<file path="src/rtl/data_unpack_stream.sv">
// Word-to-packet unpacker: IN_W-bit words in, OUT_W-bit packets out, with frame-end
// zero-padded flush and synchronous clear. Define UNPACK_MSB_FIRST_EN for MSB-first bit order.
module data_unpack_stream #(
  parameter int IN_W  = 32,
  parameter int OUT_W = 7
) (
  input  logic                               clk,
  input  logic                               rst,
  input  logic                               clr,
  input  logic [IN_W-1:0]                    in_data,
  input  logic                               in_valid,
  input  logic                               in_last,
  output logic                               in_ready,
  output logic [OUT_W-1:0]                   out_data,
  output logic                               out_valid,
  output logic                               out_last,
  input  logic                               out_ready,
  output logic [$clog2(IN_W+OUT_W+1)-1:0]    level
);

  localparam int BUF_W = IN_W + OUT_W - 1;
  localparam int LW    = $clog2(IN_W + OUT_W + 1);
  localparam logic [LW-1:0] IN_W_L  = LW'(IN_W);
  localparam logic [LW-1:0] OUT_W_L = LW'(OUT_W);

  typedef enum logic [1:0] {FILL, DRAIN, FLUSH} state_t;

  state_t             state_reg, state_next;
  logic [BUF_W-1:0]   bit_buf_reg, bit_buf_next;
  logic [LW-1:0]      level_reg, level_next;
  logic               last_pend_reg, last_pend_next;
  logic               in_ready_reg, out_valid_reg, out_last_reg;
  logic               in_fire, out_fire;
  logic [BUF_W-1:0]   word_ext;

  assign in_fire  = in_valid & in_ready_reg;
  assign out_fire = out_valid_reg & out_ready;
  assign word_ext = BUF_W'(in_data);

  always_comb begin
    bit_buf_next   = bit_buf_reg;
    level_next     = level_reg;
    last_pend_next = last_pend_reg;
    state_next     = FILL;
    if (in_fire) begin
`ifdef UNPACK_MSB_FIRST_EN
      // Valid bits stay left-aligned; the new word lands just below them.
      bit_buf_next = bit_buf_reg | (word_ext << (LW'(OUT_W - 1) - level_reg));
`else
      bit_buf_next = bit_buf_reg | (word_ext << level_reg);
`endif
      level_next = level_reg + IN_W_L;
      if (in_last) last_pend_next = 1'b1;
    end else if (out_fire) begin
      if (state_reg == FLUSH) begin
        bit_buf_next   = '0;
        level_next     = '0;
        last_pend_next = 1'b0;
      end else begin
`ifdef UNPACK_MSB_FIRST_EN
        bit_buf_next = bit_buf_reg << OUT_W;
`else
        bit_buf_next = bit_buf_reg >> OUT_W;
`endif
        level_next = level_reg - OUT_W_L;
      end
    end
    // A frame that drains to exactly zero ends without a flush packet.
    if (level_next >= OUT_W_L) begin
      state_next = DRAIN;
    end else if (last_pend_next && (level_next != '0)) begin
      state_next = FLUSH;
    end else begin
      state_next     = FILL;
      last_pend_next = 1'b0;
    end
  end

  always_ff @(posedge clk or posedge rst) begin
    if (rst) begin
      state_reg     <= FILL;
      bit_buf_reg   <= '0;
      level_reg     <= '0;
      last_pend_reg <= 1'b0;
      in_ready_reg  <= 1'b1;
      out_valid_reg <= 1'b0;
      out_last_reg  <= 1'b0;
    end else if (clr) begin
      state_reg     <= FILL;
      bit_buf_reg   <= '0;
      level_reg     <= '0;
      last_pend_reg <= 1'b0;
      in_ready_reg  <= 1'b1;
      out_valid_reg <= 1'b0;
      out_last_reg  <= 1'b0;
    end else begin
      state_reg     <= state_next;
      bit_buf_reg   <= bit_buf_next;
      level_reg     <= level_next;
      last_pend_reg <= last_pend_next;
      in_ready_reg  <= (state_next == FILL);
      out_valid_reg <= (state_next != FILL);
      out_last_reg  <= (state_next == FLUSH) ||
                       ((state_next == DRAIN) && last_pend_next && (level_next == OUT_W_L));
    end
  end

  assign in_ready  = in_ready_reg;
  assign out_valid = out_valid_reg;
  assign out_last  = out_last_reg;
  assign level     = level_reg;
`ifdef UNPACK_MSB_FIRST_EN
  assign out_data  = bit_buf_reg[BUF_W-1 -: OUT_W];
`else
  assign out_data  = bit_buf_reg[OUT_W-1:0];
`endif

endmodule

</file>
<file path="config.mk">
export PLATFORM = sky130hd
export DESIGN_NAME = data_unpack_stream
export DESIGN_NICKNAME = d
export VERILOG_FILES = /design/src/rtl/data_unpack_stream.sv
export SDC_FILE = /design/constraint.sdc
export NUM_CORES = 1
export LEC_CHECK = 0
export ABC_AREA = 1
export CAP_MARGIN = 5
export CORE_MARGIN = 1.5
export CORE_UTILIZATION = 40
export DETAILED_ROUTE_END_ITERATION = 12
export GPL_TIMING_DRIVEN = 0
export HOLD_SLACK_MARGIN = 0.08
export PLACE_DENSITY_LB_ADDON = 0.08
export SLEW_MARGIN = 10
export SYNTH_ARGS = -nofsm -noshare
export SYNTH_HDL_FRONTEND = slang
export SYNTH_SLANG_ARGS = --single-unit
</file>
<file path="constraint.sdc">
create_clock -name clk -period 3.4 [get_ports clk]
set_input_delay 0.68 -clock clk [delete_from_list [all_inputs] [get_ports clk]]
set_output_delay 0.68 -clock clk [all_outputs]
set_load 0.02 [all_outputs]
</file>
==> results.json <==
{
  "top_usage_layer": "met2",
  "rsz0062_at_grt": "no",
  "ios": 54,
  "nNetsFinal": 917,
  "r2r_setup_slack_ps": 1480,
  "track_usage_pct": 28.9,
  "wl_per_cell_um": 17.3,
  "power_density_nw_per_um2": 562,
  "row_count": 39,
  "crit_path_max_fanout": 10,
  "status": "completed",
  "path_delay_family": "buffers and inverters",
  "worstReg2RegEnd": "bit_buf_reg[27]",
  "holdWs_ps": 489,
  "die_h_um": 111,
  "ys_types": 31,
  "setup_viol": 0,
  "die_area_um2": 12400,
  "r2r_cells": 9,
  "cts_buffer_depth": 2,
  "post-cts-setup-buffer-count": 0,
  "drc": 0,
  "grt_util_met2_pct": 46.8,
  "hold_depth": 2,
  "startpoint_type": "input pin",
  "hold_class": "flip-flop to flip-flop",
  "cts_tree": "yes",
  "grt-ovfl-total": 0,
  "yosysTopAreaCell": "nand2_1",
  "clock_sinks": 50,
  "critPathMostFrequentCell": "o21ai_0",
  "drt-total-wl_um": 17600,
  "fill_cells": 1296,
  "met3_usage_pct": 5.01,
  "skew_ps": 5.69,
  "relSlewSlack_pct": 43.6,
  "synth_top_cell_area_share_pct": 26.3,
  "grt_pass1_vias": 5312,
  "portBuffers": 53,
  "fp.dieW_um": 111,
  "ys_ff_latch": 50,
  "hold_end": "bit_buf_reg[0]",
  "numCtsBuffers": 5,
  "end_kind": "flip-flop",
  "via_per_inst": 5.55,
  "finalSetupTns_ps": 0,
  "worstPathCellList": "clkdlybuf4s50_1, nand2_4, buf_2, clkbuf_1, o21ai_0, nand3_1, o21ai_0",
  "finalMaxSlewViolations": 0,
  "synth_commonest_cells": "nand2_1, nand3_1, inv_1",
  "vdd_drop_max_mv": 0.460,
  "synth_edf_count": 0,
  "core_um2": 11400,
  "syn_area_um2": 4690,
  "first_pass_iters": 6,
  "max_stage_delay_ps": 460,
  "start_util_pct": 41.1,
  "post-synth-top-count-cell": "nand2_1",
  "ctsHoldBuffers": 0,
  "hold_path.startpoint": "bit_buf_reg[0]",
  "crit_buf_inv": 3,
  "syn_avg_cell_area_um2": 5.75,
  "cpMaxStageDelayCell": "clkbuf_1",
  "leakagePower_nw": 3.01,
  "antenna_found_initial": 0,
  "ys_warn_count": 0,
  "clk_pin_slew_worst_paths_ps": 70,
  "r2r-start": "level[1]",
  "cts-root-buf": "clkbuf_16",
  "cts_resized": 0,
  "fmax_mhz": 453,
  "netlist_instances": 817,
  "layout-drive-gt1-share_pct": 8.19,
  "area_growth_pct": 19.0,
  "grt_pass1_wl_um": 28200,
  "final_hold_viol_count": 0,
  "hpwl_um": 14100,
  "clock_latency_ps": 300,
  "worst_slew_pin_slew_ps": 842,
  "syn_nets": 856,
  "htreeDepth": 2,
  "synth_area_leaders": "nand2_1, dfrtp_1, nand3_1, inv_1, nor2_1",
  "synthArstFlopShare_pct": 100,
  "worst-setup-path-type": "input pin to flip-flop",
  "routabilityCongestion": 0.994,
  "maxCapViolCount": 0,
  "synthFlopType": "dfrtp_1",
  "fin_crit_sh_pct": 64.9,
  "vias": 5668,
  "largest_reg_flops": 38,
  "cp.required_ps": 3580,
  "critPathArrivalTime_ps": 2380,
  "synth-seq-area-share_pct": 26.7,
  "diodes": 0,
  "grtUsageMet1_pct": 39.9,
  "drtAntennaViolNets": 0,
  "drt_iter0_drc": 626,
  "finalCriticalPeriod_ps": 2210,
  "grt_max_degree": 30
}
[report_power, final]
part           internal, mW  switching (mW)  leakage (nW)
sequential            0.739           0.105         0.667
combinational         0.595            1.12          2.26
clock                 0.349           0.232        0.0781
[worst min-delay path, delay by kind of cell, from the launching register on]
| kind | cells | cell delay, ps |
|---|---|---|
| flip-flops | 1 | 350 |
| AND/OR/NAND/NOR | 2 | 110 |
[layout by cell type, fill, tap and decap left out, drive strengths merged]
master	count
nand2	333
nand3	235
inv	60
clkdlybuf4s50	53
dfrtp	49
nor2	44
buf	43
o21ai	19
clkbuf	18
a21oi	7
nand4	4
nor3	3
a31oi	3
a22oi	2
a21o	1
or2	1
o41ai	1
ha	1
bufinv	1
dfstp	1
[metal layers]
layer  share of wire, %  up-vias
li1                   -     2766
met1                 44     2640
met2                 46      231
met3                8.2       31
met4                2.2        0
met5                  0        -
[worst max path at each step]
stage,from,end,cells after the start
floorplan,rst,bit_buf_reg[0],1
global placement,rst,bit_buf_reg[37],2
detailed placement,clr,bit_buf_reg[7],9
CTS,in_valid,bit_buf_reg[1],7
global route,in_valid,bit_buf_reg[6],7
finish,in_valid,bit_buf_reg[6],7
[cell families (layout without fill, tap and decap cells)]
| logic type | Yosys count | in the layout | share of synthesized area (%) |
|---|---|---|---|
| flip-flops | 50 | 50 | 26.7 |
| AND/OR/NAND/NOR | 620 | 620 | 57.7 |
| adder cells (fa/ha/maj) | 1 | 1 | 0.266 |
| buffers and inverters | 113 | 175 | 11.4 |
| AO/OA/AOI/OAI | 33 | 33 | 3.92 |
[per-stage QoR]
| step | cell area [um2] | power (mW) | utilization (%) | setup slack [ps] | std cells |
|---|---|---|---|---|---|
| floorplan | 4690 | 1.99 | - | 1520 | 817 |
| global placement | 5400 | 2.54 | 47.3 | 502 | 1013 |
| detailed placement | 5420 | 2.55 | 47.5 | 921 | 1014 |
| CTS | 5590 | 3.14 | 48.9 | 1230 | 1022 |
| global route | 5590 | 3.37 | 48.9 | 1080 | 1022 |
| finish | 5590 | 3.14 | 48.9 | 1190 | 1022 |
[final cells by class]
cell class	count	area (um2)	area share, %
multi-input combinational	654	2910	52.0
sequential	50	1250	22.4
timing repair buffer	54	551	9.85
buffer	53	309	5.53
inverter	60	228	4.08
tap	143	179	3.20
clock buffer	7	133	2.37
clock inverter	1	30.0	0.538
No activity file was read; power rests on OpenSTA's default activity.
